### config.mk
export PLATFORM = sky130hd
export DESIGN_NAME = nibble_serial_adder
export DESIGN_NICKNAME = d
export VERILOG_FILES = /design/src/rtl/nibble_serial_adder_pkg.sv /design/src/rtl/nibble_adder_slice.sv /design/src/rtl/nibble_serial_adder.sv
export SDC_FILE = /design/constraint.sdc
export NUM_CORES = 1
export LEC_CHECK = 0
export BUFFER_PORTS_ARGS = -buffer_cell sky130_fd_sc_hd__buf_2
export CAP_MARGIN = 25
export CORE_ASPECT_RATIO = 1.4
export CORE_UTILIZATION = 40
export CTS_CLUSTER_DIAMETER = 60
export CTS_CLUSTER_SIZE = 14
export DETAILED_ROUTE_END_ITERATION = 8
export PLACE_DENSITY_LB_ADDON = 0.08
export SYNTH_ARGS = -nofsm -noshare
export SYNTH_HDL_FRONTEND = slang
export SYNTH_SLANG_ARGS = --single-unit
### constraint.sdc
create_clock -name clk -period 3.8 [get_ports clk]
set_input_delay 0.38 -clock clk [delete_from_list [all_inputs] [get_ports clk]]
set_output_delay 0.38 -clock clk [all_outputs]
set_load 0.01 [all_outputs]
### src/rtl/nibble_serial_adder_pkg.sv
// Shared types and constants for the nibble-serial adder.
package nibble_serial_adder_pkg;

    // Width of one adder slice in bits
    localparam int unsigned SLICE_W = 4;

    // Sequencer states
    typedef enum logic [1:0] {
        IDLE = 2'd0,
        RUN  = 2'd1,
        DONE = 2'd2
    } state_t;

    // Number of slices needed to cover an operand of the given width
    function automatic int unsigned slice_count(input int unsigned width);
        return width / SLICE_W;
    endfunction

endpackage : nibble_serial_adder_pkg

### src/rtl/nibble_adder_slice.sv
// One 4-bit add slice with carry in; also exposes the carry into its top bit.
module nibble_adder_slice
    import nibble_serial_adder_pkg::*;
(
    input  logic [SLICE_W-1:0] a,
    input  logic [SLICE_W-1:0] b,
    input  logic               cin,
    output logic [SLICE_W-1:0] sum,
    output logic               cout,
    output logic               c2
);

    logic [SLICE_W:0]   full;
    logic [SLICE_W-1:0] low;

    // Full 5-bit add so the carry is taken before any truncation; the 3-bit
    // partial add gives the carry into bit 3, needed for signed overflow.
    always_comb begin
        full = {1'b0, a} + {1'b0, b} + {{SLICE_W{1'b0}}, cin};
        low  = {1'b0, a[SLICE_W-2:0]} + {1'b0, b[SLICE_W-2:0]} + {{(SLICE_W-1){1'b0}}, cin};
        sum  = full[SLICE_W-1:0];
        cout = full[SLICE_W];
        c2   = low[SLICE_W-1];
    end

endmodule : nibble_adder_slice

### src/rtl/nibble_serial_adder.sv
// Multi-cycle WIDTH-bit adder: one 4-bit slice per cycle, LSB first,
// with valid/ready handshakes on the operand and result sides.
module nibble_serial_adder
    import nibble_serial_adder_pkg::*;
#(
    parameter int unsigned WIDTH = 16
) (
    input  logic             clk,
    input  logic             rst,
    input  logic             in_valid,
    output logic             in_ready,
    input  logic [WIDTH-1:0] a,
    input  logic [WIDTH-1:0] b,
    input  logic             cin,
    output logic             out_valid,
    input  logic             out_ready,
    output logic [WIDTH-1:0] sum,
    output logic             cout,
    output logic             ovf,
    output logic             busy
);

    localparam int unsigned NIBBLES = slice_count(WIDTH);
    localparam int unsigned IDX_W   = (NIBBLES > 1) ? $clog2(NIBBLES) : 1;

    state_t             state_q, state_d;
    logic [IDX_W-1:0]   idx_q, idx_d;
    logic               carry_q, carry_d;
    logic [WIDTH-1:0]   a_q, a_d, b_q, b_d;
    logic [WIDTH-1:0]   sum_q, sum_d;
    logic               cout_q, cout_d;
    logic               ovf_q, ovf_d;

    logic [SLICE_W-1:0] a_sl, b_sl, s_sl;
    logic               c_sl, c2_sl;
    logic               accept;
    logic               last;

    assign in_ready  = (state_q == IDLE) && !rst;
    assign out_valid = (state_q == DONE);
    assign busy      = (state_q != IDLE);
    assign sum       = sum_q;
    assign cout      = cout_q;
    assign ovf       = ovf_q;

    assign accept = in_valid && in_ready;
    assign last   = (idx_q == IDX_W'(NIBBLES - 1));

    // Select the operand slices addressed by the current index
    always_comb begin
        a_sl = '0;
        b_sl = '0;
        for (int unsigned i = 0; i < NIBBLES; i++) begin
            if (idx_q == IDX_W'(i)) begin
                a_sl = a_q[i*SLICE_W +: SLICE_W];
                b_sl = b_q[i*SLICE_W +: SLICE_W];
            end
        end
    end

    nibble_adder_slice u_slice (
        .a    (a_sl),
        .b    (b_sl),
        .cin  (carry_q),
        .sum  (s_sl),
        .cout (c_sl),
        .c2   (c2_sl)
    );

    // Next-state and datapath update
    always_comb begin
        state_d = state_q;
        idx_d   = idx_q;
        carry_d = carry_q;
        a_d     = a_q;
        b_d     = b_q;
        sum_d   = sum_q;
        cout_d  = cout_q;
        ovf_d   = ovf_q;

        unique case (state_q)
            IDLE: begin
                if (accept) begin
                    a_d     = a;
                    b_d     = b;
                    carry_d = cin;
                    idx_d   = '0;
                    sum_d   = '0;
                    state_d = RUN;
                end
            end
            RUN: begin
                for (int unsigned i = 0; i < NIBBLES; i++) begin
                    if (idx_q == IDX_W'(i)) begin
                        sum_d[i*SLICE_W +: SLICE_W] = s_sl;
                    end
                end
                carry_d = c_sl;
                if (last) begin
                    cout_d  = c_sl;
                    ovf_d   = c_sl ^ c2_sl;
                    state_d = DONE;
                end else begin
                    idx_d = idx_q + IDX_W'(1);
                end
            end
            DONE: begin
                if (out_ready) begin
                    state_d = IDLE;
                end
            end
            default: begin
                state_d = IDLE;
            end
        endcase
    end

    // Control and result registers with synchronous reset
    always_ff @(posedge clk) begin
        if (rst) begin
            state_q <= IDLE;
            idx_q   <= '0;
            carry_q <= 1'b0;
            sum_q   <= '0;
            cout_q  <= 1'b0;
            ovf_q   <= 1'b0;
        end else begin
            state_q <= state_d;
            idx_q   <= idx_d;
            carry_q <= carry_d;
            sum_q   <= sum_d;
            cout_q  <= cout_d;
            ovf_q   <= ovf_d;
        end
    end

    // Operand holding registers; contents are irrelevant after reset
    always_ff @(posedge clk) begin
        a_q <= a_d;
        b_q <= b_d;
    end

endmodule : nibble_serial_adder

# Yosys cells after proc, flatten, opt, wreduce, memory -nomap -nowiden
# Index checks and enable logic that the tools add are counted.
# totals
regBits	55
input_bits	37
word_cells	68
# classes
addsub	5
n_eq_ne	12
muxes	23
bitwise_logic	1
reduce_logical	16
# ops
cell	n
two-way mux 4 bit	12
one-hot mux 16 bit (2 select lines)	1
AND reduction 3 bit	6
two-way mux 16 bit	1
inequality test 2 bit, second input constant	6
two-way mux 2 bit	5
== test 2 bit, second input constant	3
one-hot mux 2 bit (3 select lines)	1
AND reduction 2 bit	3
adder 4 x 4 -> 5 bit	1
adder 5 x 1 -> 5 bit	1
adder 3 x 3 -> 4 bit	1
adder 4 x 1 -> 4 bit	1
== test 2 x 1 -> 1 bit, second input constant	2
zero test 2 bit	2
one-hot mux 2 bit (2 select lines)	1
nonzero test 2 bit	2
adder 2 x 1 -> 2 bit, second input constant	1
logical AND 1 bit	2
inequality test 2 x 1 -> 1 bit, second input constant	1
one-hot mux 1 bit (2 select lines)	1
zero test 1 bit	1
two-way mux 1 bit	1
bitwise XOR 1 bit	1

# Longest topological paths before layout
# Gate-level depths: netlist of the first run.
# depth
ltp_word	9
mapped_depth	12
mapped_depth_nobuf	12

# Cells and area by module
# Synthesis of the first run repeated with hierarchy kept, for this count alone.
# hier_totals
cells_unflattened	198
area_unflattened_um2	2357.3
# modules_own_cells
mod	instances	cells_each	area_per_inst_um2	seq_area_each_um2
nibble_serial_adder	1	178	2202.1	1421.4
nibble_adder_slice	1	20	155.1	0.0

# Least setup slack after synthesis of the first run
# OpenSTA, ideal clock, no wires.
# synth_path
kind	flip-flop to flip-flop
start	reg state_q[0]
end	reg carry_q
t_arrival_ns	2.983
setup_slack_ns	0.731
path_stages_with_launch	5
path_cell_list	dfxtp_1 > clkbuf_1 > nor4b_2 > a21oi_1 > a211oi_1
# synth_via
elab_chain_cells	5
# synth_lines
item	line	source
from (decl)	nibble_serial_adder.sv:26	state_t state_q, state_d;
from (signal assigned)	nibble_serial_adder.sv:128	state_q <= state_d;
zero test 2 bit	nibble_serial_adder.sv:39, nibble_serial_adder.sv:81	
logical AND 1 bit	nibble_serial_adder.sv:39	assign in_ready = (state_q == IDLE) && !rst;
logical AND 1 bit	nibble_serial_adder.sv:46	assign accept = in_valid && in_ready;
inequality test 2 bit (no line)	n/a	
AND reduction 2 bit (no line)	n/a	
to (signal assigned)	nibble_serial_adder.sv:130	carry_q <= carry_d;
to (decl)	nibble_serial_adder.sv:28	logic carry_q, carry_d;
# Several ways; a longest one is shown, not always the timed one.
# A chain may end at the register's enable or synchronous reset.

# Worst setup path after layout of the first run
# layout_path
start	reg idx_q[0]
end	reg ovf_q (netlist: ovf)
# layout_via
elab_chain_cells	8
# layout_lines
item	line	source
from (decl)	nibble_serial_adder.sv:27	logic [IDX_W-1:0] idx_q, idx_d;
from (signal assigned)	nibble_serial_adder.sv:129	idx_q <= idx_d;
zero test 2 bit	nibble_serial_adder.sv:54	if (idx_q == IDX_W'(i)) begin
two-way mux 4 bit (4 in series)	nibble_serial_adder.sv:54	
adder 4 x 4 -> 5 bit or adder 3 x 3 -> 4 bit (tied branches)	nibble_adder_slice.sv:19, nibble_adder_slice.sv:20	
adder 5 x 1 -> 5 bit or adder 4 x 1 -> 4 bit (tied branches)	nibble_adder_slice.sv:19, nibble_adder_slice.sv:20	
bitwise XOR 1 bit	nibble_serial_adder.sv:101	ovf_d = c_sl ^ c2_sl;
to (signal assigned)	nibble_serial_adder.sv:133	ovf_q <= ovf_d;
to (decl)	nibble_serial_adder.sv:32	logic ovf_q, ovf_d;
# Several ways; a longest one is shown, not always the timed one.

==> summary.md, run 1 <==
| Metric | Value |
|---|---|
| Post-CTS Setup Inserts | `0` |
| Vias in the first global route | `1527` |
| Hold EP | `b_q[2]` |
| Largest net degree at the start of global routing | `36` |
| Crit Path Max Fanout | `17` |
| WL per Instance | `13.66 µm` |
| Worst hold stages | `1` |
| Yosys cell types | `34` |
| Hold buffers post-CTS | `0` |
| Max-Cap Viols | `0` |
| Top post-synthesis cells by count | `edfxtp_1 (32), nor2_1 (24), dfxtp_1 (23)` |
| H-tree Lvls | `2` |
| Cell Rows | `33` |
| Fin crit period | `3065 ps` |
| Sequential area share after synthesis | `0.5787` |
| Tot Pwr | `1.236 mW` |
| Total GRT Usage | `0.1518` |
| Routed Antenna Nets | `0` |
| Clk slew on worst S/H paths | `90 ps` |
| Slew @ Worst Pin | `733.8 ps` |
| Critical Path End Type | `register` |
| Final TNS setup | `0 ps` |
| Mapped Nets | `258` |
| CTS tree | `built` |
| CP Data Arrival Time | `3290 ps` |
| # nets final | `311` |
| Critical Path Source Type | `register` |
| Synthesis-to-finish area growth | `17.12%` |
| Slew headroom | `0.5108` |
| # setup viols final | `0` |
| Count leader, synth | `edfxtp_1` |
| GP Congestion | `0.7003` |
| Clk sinks | `55` |
| Starting Density | `0.4160` |
| First-pass GRT wire length | `7272 µm` |
| WP data required | `4020 ps` |
| Die Width | `68.23 µm` |
| Clock tree root driver cell | `clkbuf_8` |
| Reg-to-Reg End | `ovf` |
| Largest cells by area after synthesis | `edfxtp_1 (39%), dfxtp_1 (19%), mux2i_1 (3.7%), nor2_1 (3.7%), ha_1 (3.6%)` |
| Run status | `completed` |
| FF-to-FF path depth | `11` |
| Reg2Reg Launch Point | `idx_q[0]` |
| Residual DRC | `0` |
| Layout cells sized above 1 | `0.2820` |
| Syn. warnings | `0` |
| FILL cells | `554` |
| Initial antenna violation count | `0` |
| Hold wc startpoint | `b[2]` |
| RSZ-0062 raised after global routing | `false` |
| Core Region | `0.005904 mm²` |
| Mean post-synth cell area | `11.59 µm²` |
| Hold slack | `246.6 ps` |
| Initial drt markers | `76` |
| Period utilization | `0.8065` |
| DR pass1 iterations | `4` |
| Vias | `1673` |
| CTS Buf Count | `5` |
| Die ar. | `0.006462 mm²` |
| Max VDD drop | `0.0002109 V` |
| Final worst slack | `735.2 ps` |
| CTS max path bufs | `2` |
| Clk_skew | `2.442 ps` |
| Top_reg_cell synth | `edfxtp_1` |
| IO Pins | `58` |
| Antenna fix cells | `0` |
| Vias per cell | `4.979` |
| Pwr per Cell Area | `429.7 mW/mm²` |
| EDFF count, synth | `32` |
| DP Cell Count | `328` |
| Post-Syn Area | `0.002456 mm²` |
| Area leader, netlist | `edfxtp_1` |
| Async set or reset register ratio after synthesis | `0` |
| Total congestion overflow | `0` |
| Final Hold Viols | `0` |
| Post-synthesis cell count | `212` |
| Highest Clock Rate | `326.3 MHz` |
| Flop2flop setup slack | `740 ps` |
| #FFs+latches synth | `55` |
| Max Slew Vio Count | `0` |
| Die extent in y | `94.72 µm` |
| Pre-CTS setup slack | `759.8 ps` |
| Port bufs | `57` |
| Lkg Pwr | `1.132 nW` |
| Setup CP Type | `reg2reg` |
| Routed wire length | `4591 µm` |
| Dpl hpwl | `3344 µm` |
| Finished Layout Cells | `336` |
| PostCTS Resize Cnt | `0` |
| HP Class | `in2reg` |
| Clk_lat worst skew | `300 ps` |
| Share of the synthesized area in the top cell type | `0.3912` |
==> sequential cells by signal, summed over array words and instances (netlist names) <==
register  cells
a_q          16
b_q          16
sum          16
idx_q         2
state_q       2
carry_q       1
cout          1
ovf           1
==> cell type report <==
| type | instances | area (µm²) | area share |
|---|---|---|---|
| sequential | 55 | 1421 | 0.4941 |
| tap | 70 | 87.58 | 0.03045 |
| inverter | 8 | 30.03 | 0.01044 |
| multi-input combinational | 137 | 959.7 | 0.3336 |
| timing repair buffer | 58 | 292.8 | 0.1018 |
| clock inverter | 2 | 12.51 | 0.004350 |
| clock buffer | 6 | 72.57 | 0.02523 |
==> power by group <==
group | internal [mW] | switching [mW]
registers | 0.662 | 0.0164
clock network | 0.129 | 0.183
logic | 0.107 | 0.140
total | 0.897 | 0.339
==> worst max-delay path, cell delays in order, from the launching register on <==
cell and delay [ps]:
dfxtp_1 420, inv_1 100, ha_1 380, nor2b_1 220, nor3_1 160, a21oi_1 90
fa_1 460, fa_1 410, nand2b_1 160, a21oi_1 260, xnor2_1 120, a211oi_1 210
==> routing by layer <==
layer | wire length (µm) | global-route usage
met5 | 0 | 0
met4 | 58 | 0.05208
met3 | 169 | 0.03382
met2 | 2272 | 0.2500
met1 | 2090 | 0.1918
==> placed cells by master (no fill, tap or decap), drive strengths merged, types with 3 or more instances in the layout <==
cell type | synthesis | final
buf | 2 | 58
edfxtp | 32 | 32
nor2 | 25 | 25
dfxtp | 23 | 23
a21oi | 20 | 20
nand2 | 14 | 14
nor2b | 12 | 12
mux2i | 9 | 9
inv | 8 | 8
ha | 7 | 7
a221oi | 6 | 6
clkbuf | 10 | 6
nor3 | 5 | 5
a21o | 4 | 4
o31ai | 4 | 4
nand3b | 4 | 4
or3b | 4 | 4
nor4b | 4 | 4
nand2b | 3 | 3
o41ai | 3 | 3
==> kinds of logic after synthesis <==
logic type | synth area share
flip-flops | 0.5787
AND/OR/NAND/NOR | 0.1605
AO/OA/AOI/OAI | 0.1212
multiplexers | 0.04279
buffers and inverters | 0.03413
adder cells (fa/ha/maj) | 0.05196
XOR/XNOR | 0.01070
==> worst max path at each step <==
stage / from / end / slack (ps) / cells past startpoint
6_report: idx_q[0] / ovf / 740 / 11
3_3_place_gp: idx_q[0] / ovf / 870 / 11
2_1_floorplan: state_q[0] / carry_q / 730 / 4
5_1_grt: idx_q[1] / carry_q / 420 / 11
3_5_place_dp: idx_q[0] / ovf / 760 / 11
4_1_cts: idx_q[0] / ovf / 730 / 11
==> through the flow <==
step,instance area [µm²],util
finish,2877,0.4872
floorplan,2456,-
detailed placement,2791,0.4728
global route,2877,0.4872
global placement,2791,0.4728
CTS,2877,0.4872
(Power assumes the default switching activity.)
==> run 2: changes to the inputs <==
ABC_AREA = 1   (was unset)
clock period = 2.9 ns   (was 3.8 ns; I/O delays follow)
==> run 2 against run 1 <==
Area after synthesis decreased by 2.9%. Clock skew about the same. Count of clock-buffer cells in the layout decreased by 1. Critical path type unchanged. Largest cell class unchanged. Highest routed layer unchanged. Flip-flop and latch count unchanged. Die area decreased by 2.8%.
==> summary.md, run 2 <==
| Metric | Value |
|---|---|
| Most frequent cells in the layout | `buf_2 (57), nand2_1 (54), a21oi_1 (32), edfxtp_1 (32), inv_1 (26)` |
| Post-synthesis cell count | `248` |
| Most common cell after layout, fill and taps aside | `buf_2` |
| Most used cell, CP | `nand2_1` |
| Dpl hpwl | `3565 µm` |
| Setup CP Type | `reg2reg` |
| Hold EP | `b_q[1]` |
| Final worst slack | `256.8 ps` |
| Hold slack | `158.2 ps` |
| #FFs+latches synth | `55` |
| Post-CTS Setup Inserts | `0` |
| Initial antenna violation count | `0` |
| Highest Clock Rate | `378.3 MHz` |
| FILL cells | `547` |
| Worst hold stages | `1` |
| # setup viols final | `0` |
| Critical Path Max Stage Delay | `440 ps` |
| Final TNS setup | `0 ps` |
| Die Width | `67.28 µm` |
| Count leader, synth | `nand2_1` |
| Max-Cap Viols | `0` |
| Final core utilization | `0.5104` |
| Port bufs | `57` |
| Placed instance area | `0.002759 mm²` |
| Area leader, netlist | `edfxtp_1` |
| Starting Density | `0.4227` |
| Max layer used | `met4` |
| Final Hold Viols | `0` |
| H-tree Lvls | `2` |
| Clk_lat worst skew | `300 ps` |
| Fin area | `0.002882 mm²` |
| Met1 wire length | `1956 µm` |
| Post-Syn Area | `0.002386 mm²` |
| Sequential area share after synthesis | `0.5957` |
| Top post-synthesis cells by count | `nand2_1 (54), a21oi_1 (32), edfxtp_1 (32)` |
| Tot Pwr | `1.775 mW` |
| Cell Rows | `32` |
| CTS Buf Count | `5` |
| IO Pins | `58` |
| Clk slew on worst S/H paths | `90 ps` |
| Met3 wire length | `156 µm` |
| DR pass1 iterations | `4` |
| Vias in the first global route | `1721` |
| CP Data Arrival Time | `2890 ps` |
| Critical Path Source Type | `register` |
| Hold wc startpoint | `b[1]` |
| DP Cell Count | `373` |
| Syn. warnings | `0` |
| Max Slew Vio Count | `0` |
| Top_reg_cell synth | `edfxtp_1` |
| Run status | `completed` |
| CTS max path bufs | `2` |
| Synthesis-to-finish area growth | `20.77%` |
| Vias | `1819` |
| Clock tree root driver cell | `clkbuf_8` |
| RSZ-0062 raised after global routing | `false` |
| WP data required | `3140 ps` |
| GP Congestion | `0.7652` |
| First-pass GRT wire length | `7548 µm` |
| Fin crit period | `2643 ps` |
| Reg-to-Reg End | `sum[2]` |
| Finished Layout Cells | `381` |
| Yosys cell types | `22` |
| Initial drt markers | `79` |
| Total GRT Usage | `0.1618` |
| WL met2 | `2370 µm` |
| Critical Path, Cell by Cell | `inv_1 -> ha_2 -> inv_1 -> nand3_1 -> nand2_1 -> o21ai_0 -> nand2_1 -> o21ai_0 -> fa_1 -> fa_2 -> xnor2_2 -> nand2_1 -> nand2_1 -> nand2_1 -> nor2_1` |
| Largest cells by area after synthesis | `edfxtp_1 (40%), dfxtp_1 (19%), nand2_1 (8.5%), a21oi_1 (6.7%), o21ai_0 (5.2%)` |
| Routed Antenna Nets | `0` |
| # nets final | `358` |
| Reg2Reg Launch Point | `idx_q[1]` |
| Residual DRC | `0` |
| HP Class | `in2reg` |
| WL per Instance | `12.13 µm` |
| Die ar. | `0.006282 mm²` |
| Vias per cell | `4.774` |
| Crit Path Max Fanout | `10` |
| Core Region | `0.005645 mm²` |
| Pwr per Cell Area | `616.1 mW/mm²` |
| Layout cells sized above 1 | `0.2620` |
| Max VDD drop | `0.0003983 V` |
| Mapped Nets | `294` |
| Slew headroom | `0.7064` |
| Share of the synthesized area in the top cell type | `0.4027` |
| Async set or reset register ratio after synthesis | `0` |
| Clk_skew | `2.216 ps` |
| Crit-path leading delay family | `adder cells` |
| Routed wire length | `4621 µm` |
| CP max-delay cell | `fa_1` |
| Slew @ Worst Pin | `438.8 ps` |
| Pre-CTS setup slack | `43.05 ps` |
| CTS tree | `built` |
| Die extent in y | `93.39 µm` |
| Period utilization | `0.9115` |
| Mean post-synth cell area | `9.621 µm²` |
| Clk sinks | `55` |
| EDFF count, synth | `32` |
| Flop2flop setup slack | `260 ps` |
| FF-to-FF path depth | `15` |
| Antenna fix cells | `0` |
| Lkg Pwr | `1.301 nW` |
| Largest net degree at the start of global routing | `33` |
| Worst path buffer plus inverter count | `2` |
| CP Launch Point | `idx_q[1]` |
| Total congestion overflow | `0` |
| Critical Path End Type | `register` |
## run 2: worst max path at each step
stage              to  slack, ps  depth (start not counted)
2_1_floorplan     ovf        400                         17
3_3_place_gp   sum[2]         40                         15
3_5_place_dp   sum[2]         40                         15
4_1_cts        sum[2]          6                         15
5_1_grt           ovf         10                         18
6_report       sum[2]        260                         15
## run 2: cell type report
cell class | count | area [µm²] | share of cell area
Sequential cell | 55 | 1421 | 0.4933
Multi-Input combinational cell | 159 | 832.0 | 0.2888
Timing Repair Buffer | 63 | 330.3 | 0.1146
Inverter | 28 | 105.1 | 0.03647
Tap cell | 68 | 85.08 | 0.02953
Clock buffer | 5 | 68.82 | 0.02388
Clock inverter | 3 | 38.79 | 0.01346
## run 2: worst register-to-register path, cell delays in order (launching register included)
cell     delay, ps
dfxtp_1        360
inv_1           90
ha_2           250
inv_1          150
nand3_1         90
nand2_1         70
o21ai_0         70
nand2_1         60
o21ai_0        100
fa_1           440
fa_2           390
xnor2_2        200
nand2_1        120
nand2_1         70
nand2_1         50
nor2_1          80
## run 2: what timing repair did
item / CTS / global route
hold buffers: 0 / 0
resized for setup: 0 / 4
endpoints found under the setup margin: 0 / 10
## run 2: where the power goes
group	leakage, nW	internal, mW	switching (mW)	total (mW)
sequential	0.487	0.876	0.0189	0.895
combinational	0.763	0.158	0.235	0.393
clock	0.0517	0.252	0.235	0.487
total	1.30	1.29	0.489	1.78
## run 2: kinds of logic after synthesis
logic type | share of synthesized area
buffers and inverters | 0.06188
xor gates and xnor gates | 0.003671
adders and majority gates | 0.05349
AOI/OAI and AO/OA | 0.1348
DFF | 0.5957
and+or+nand+nor | 0.1505
## run 2: routing by layer
layer	vias up	global-route usage
li1	951	-
met1	802	0.1744
met2	54	0.2917
met3	12	0.03537
met4	0	0.07092
met5	-	0
